`src/rtl/gray_conv_sched.sv`:
```
// Round-robin shared binary<->Gray converter with a buffered, id-tagged
// valid/ready response port. One transaction in flight at a time.
module gray_conv_sched #(
  parameter int WIDTH = 3
) (
  input  logic             clk,
  input  logic             rst_n,
  input  logic             req0_valid,
  input  logic             req0_mode,
  input  logic [WIDTH-1:0] req0_data,
  output logic             req0_ready,
  input  logic             req1_valid,
  input  logic             req1_mode,
  input  logic [WIDTH-1:0] req1_data,
  output logic             req1_ready,
  output logic             rsp_valid,
  input  logic             rsp_ready,
  output logic [WIDTH-1:0] rsp_data,
  output logic             rsp_id,
  output logic             rsp_mode,
  output logic             busy
);

  typedef enum logic [1:0] {IDLE, CAPT, CONV, RESP} state_t;

  state_t           state;
  logic             last_grant;
  logic             op_mode;
  logic             op_id;
  logic [WIDTH-1:0] op_data;
  logic [WIDTH-1:0] conv_data;
  logic             grant0;
  logic             grant1;

  // mode 0: binary->Gray, mode 1: Gray->binary (prefix XOR from the MSB down)
  function automatic logic [WIDTH-1:0] convert(input logic [WIDTH-1:0] v,
                                               input logic m);
    logic [WIDTH-1:0] r;
    r = v;
    if (!m) begin
      r = v ^ (v >> 1);
    end else begin
      for (int i = WIDTH - 2; i >= 0; i--) r[i] = r[i+1] ^ v[i];
    end
    return r;
  endfunction

  assign grant0 = req0_valid && (!req1_valid || last_grant);
  assign grant1 = req1_valid && (!req0_valid || !last_grant);

  // ready is gated by rst_n so nothing is accepted while reset is held
  assign req0_ready = rst_n && (state == IDLE) && grant0;
  assign req1_ready = rst_n && (state == IDLE) && grant1;
  assign busy       = (state != IDLE);

  always_ff @(posedge clk or negedge rst_n) begin
    if (!rst_n) begin
      state      <= IDLE;
      last_grant <= 1'b1;
      op_mode    <= 1'b0;
      op_id      <= 1'b0;
      op_data    <= '0;
      conv_data  <= '0;
      rsp_valid  <= 1'b0;
      rsp_data   <= '0;
      rsp_id     <= 1'b0;
      rsp_mode   <= 1'b0;
    end else begin
      case (state)
        IDLE: begin
          if (grant0 || grant1) begin
            op_id      <= grant1;
            op_mode    <= grant1 ? req1_mode : req0_mode;
            op_data    <= grant1 ? req1_data : req0_data;
            last_grant <= grant1;
            state      <= CAPT;
          end
        end
        CAPT: begin
          conv_data <= convert(op_data, op_mode);
          state     <= CONV;
        end
        CONV: begin
          rsp_data  <= conv_data;
          rsp_id    <= op_id;
          rsp_mode  <= op_mode;
          rsp_valid <= 1'b1;
          state     <= RESP;
        end
        RESP: begin
          if (rsp_ready) begin
            rsp_valid <= 1'b0;
            state     <= IDLE;
          end
        end
        default: state <= IDLE;
      endcase
    end
  end

endmodule
```
`config.mk`:
```
export PLATFORM = sky130hd
export DESIGN_NAME = gray_conv_sched
export DESIGN_NICKNAME = d
export VERILOG_FILES = /design/src/rtl/gray_conv_sched.sv
export SDC_FILE = /design/constraint.sdc
export NUM_CORES = 1
export LEC_CHECK = 0
export BUFFER_PORTS_ARGS = -buffer_cell sky130_fd_sc_hd__buf_4
export CORE_AREA = 2 2 46 48
export DETAILED_ROUTE_END_ITERATION = 8
export DIE_AREA = 0 0 48 50
export PLACE_DENSITY = 0.72
export SYNTH_ARGS = -nofsm -noshare
export SYNTH_HDL_FRONTEND = slang
export SYNTH_SLANG_ARGS = --single-unit
```
`constraint.sdc`:
```
create_clock -name clk -period 1.6 [get_ports clk]
set_clock_uncertainty 0.2 [all_clocks]
set_input_delay 0.32 -clock clk [delete_from_list [all_inputs] [get_ports clk]]
set_output_delay 0.32 -clock clk [all_outputs]
set_load 0.005 [all_outputs]
```
==> impl_metrics.env <==
export IMPL_syn_area_um2=816
export IMPL_required_ns=1.08
export IMPL_synth_avg_cell_area_um2=11.5
export IMPL_grt_pass1_wl_um=2840
export IMPL_arrival_ns=1.24
export IMPL_fp_dieW_um=48
export IMPL_cpLargestDelayFamily="flip-flops"
export IMPL_fillers=167
export IMPL_drive_above_1_share_pct=54.3
export IMPL_nets=123
export IMPL_portBuffers=21
export IMPL_ys_warn_count=0
export IMPL_drtIter0Drc=0
export IMPL_leakagePower_nw=0.544
export IMPL_start_util_pct=42.9
export IMPL_path_buf_inv=2
export IMPL_route_met2_wl_um=936
export IMPL_outcome="finished, violations left"
export IMPL_end_kind="primary output"
export IMPL_synth_nets=88
export IMPL_numCtsBuffers=3
export IMPL_routed_wl_um=1700
export IMPL_drv_slew=0
export IMPL_firstDrtPassIters=1
export IMPL_layout_common_cells="buf_4 (31), dfrtp_1 (16), nor2_1 (7), mux2_2 (7), a21oi_1 (6)"
export IMPL_crit_path_max_incr_delay_ns=0.42
export IMPL_grt_pass1_vias=656
export IMPL_drcViolationCount=0
export IMPL_crit_fanout=4
export IMPL_crit_chain="inv_2, ha_4, nand3_2, a21oi_2, buf_4"
export IMPL_cts_root_buffer="clkbuf_4"
export IMPL_areaGrowthSynthToFinish_pct=42.0
export IMPL_grt_overflow_total=0
export IMPL_wl_met3_um=51
export IMPL_clock_path_buffers=2
export IMPL_viasPerCell=4.70
export IMPL_finalSetupViolations=4
export IMPL_top_layer="met4"
export IMPL_clk_latency_ns=0.30
export IMPL_grt_max_degree=18
export IMPL_fp_dieArea_um2=2400
export IMPL_synth_seq_cells=17
export IMPL_chipHeight_um=50
export IMPL_wl_per_cell_um=12.9
export IMPL_met1Wirelength_um=670
export IMPL_start_kind="register"
export IMPL_timing_final_crit_share_pct=110
export IMPL_placed_area_um2=1020
export IMPL_cp_startpoint="state[1]"
export IMPL_syn_inst=71
export IMPL_peakVddDrop_mv=0.856
export IMPL_final_common_cell="buf_4"
export IMPL_min_from="rsp_ready"
export IMPL_n_antenna_cell=0
export IMPL_cap_violations=0
export IMPL_cts_sinks=17
export IMPL_rsz0062_at_grt="true"
export IMPL_tritoncts="done"
export IMPL_grt_util_all_layers_pct=17.1
export IMPL_max_freq_mhz=569
export IMPL_powerDensity_nw_per_um2=1880
export IMPL_timing_final_ws_setup_ns=-0.159
export IMPL_ios=22
export IMPL_timing_rr_start="state[1]"
export IMPL_slew_headroom_pct=85.6
export IMPL_cp_slowest_cell="dfrtp_1"
export IMPL_ant_nets=0
export IMPL_antenna_found_initial=0
export IMPL_tns_ns=-0.499
export IMPL_hold_worst_slack_ns=0.0188
export IMPL_num_vias=621
export IMPL_htreeDepth=1
export IMPL_core_area_um2=1900
export IMPL_criticalPathCategory="reg -> out"
export IMPL_hold_viol=0
export IMPL_yosys_cell_types_count=22
export IMPL_dp_final_hpwl_um=1180
export IMPL_period_minus_slack_ns=1.76
export IMPL_hp_class="in -> reg"
export IMPL_design_area_um2=1160
export IMPL_finish_utilization_pct=60.9
export IMPL_tightestPinTransition_ns=0.216
export IMPL_violations="setup timing"
export IMPL_gp_congestion=0.688
export IMPL_fp_row_count=16
export IMPL_cts_clk_slew_worst_paths_ns=0.10
export IMPL_yosysSeqAreaShare_pct=52.3
path summary, 6_finish.rpt:
check	endpoint	slack (ns)	cells past startpoint
worst min register to register	conv_data[2]	0.31	1
min in group asynchronous	rsp_valid	0.33	3
max in group asynchronous	last_grant	0.61	3
worst max-delay path	req0_ready	-0.16	5
worst min-delay path	rsp_valid	0.02	2
worst max register to register	state[1]	-0.07	5
synth_stat cells (all sizes together):
cell type  count  area share [%]
xor2           1             1.1
buf            2             1.2
and3           1            0.92
a31oi          1            0.77
a21boi         1             2.3
inv            6             2.8
nor2b          1            0.77
xnor2          2             2.1
mux2           8              11
nor2           7             3.2
o21ai          1            0.61
ha             4             6.1
clkbuf         1            0.46
o21a           1            0.92
mux2i          4             4.9
a21oi          8             4.9
nand3          1            0.61
o32a           1             1.2
dfrtp         16              49
o22ai          1            0.77
dfstp          1             3.2
nand2          2            0.92
cell families (layout without fill, tap and decap cells):
| kind of cell | count (synthesis) | after routing | share of synthesized area [%] |
|---|---|---|---|
| xor+xnor | 3 | 3 | 3.22 |
| buf+inv | 9 | 43 | 4.45 |
| flops | 17 | 17 | 52.3 |
| simple gates | 12 | 12 | 6.44 |
| compound gates | 14 | 14 | 11.5 |
| fa+ha+maj | 4 | 4 | 6.14 |
| mux | 12 | 12 | 16.0 |
metal layers:
layer | vias up | track usage, %
met3 | 5 | 2.20
met2 | 15 | 30.7
met5 | - | 0
met4 | 0 | 8.11
met1 | 294 | 18.5
li1 | 307 | -
report_power, final:
group	switching (mW)	internal (mW)
clock	0.142	0.0933
sequential	0.143	0.660
combinational	0.458	0.685
area by class of cell:
class / count / area, µm² / area share [%]
multi-input combinational: 45 / 394 / 34.0
clock inverter: 1 / 5.00 / 0.432
inverter: 6 / 22.5 / 1.94
timing repair buffer: 33 / 254 / 21.9
tap: 27 / 33.8 / 2.92
clock buffer: 3 / 22.5 / 1.94
sequential: 17 / 427 / 36.8
sequential cells by signal (all words and copies together), names as in the netlist:
| name | flops |
|---|---|
| rsp_data | 3 |
| rsp_valid | 1 |
| op_mode | 1 |
| rsp_id | 1 |
| conv_data | 3 |
| state | 2 |
| last_grant | 1 |
| op_data | 3 |
| rsp_mode | 1 |
| op_id | 1 |
timing repair:
item | 4_1_cts | 5_1_grt
pin swaps | 3 | 1
hold endpoints to repair | 16 | 0
resized for setup | 8 | 7
hold buffers | 1 | 0
gates cloned | 0 | 0
setup buffers | 6 | 2
setup endpoints to repair | 8 | 10
stage by stage:
step | setup WS, ns | power (mW) | cells
floorplan | 0.0168 | 1.39 | 71
global placement | 0.00333 | 1.67 | 119
detailed placement | -0.0662 | 1.72 | 119
CTS | -0.140 | 2.11 | 130
global route | -0.227 | 2.35 | 132
finish | -0.159 | 2.18 | 132
(Power assumes the default switching activity.)
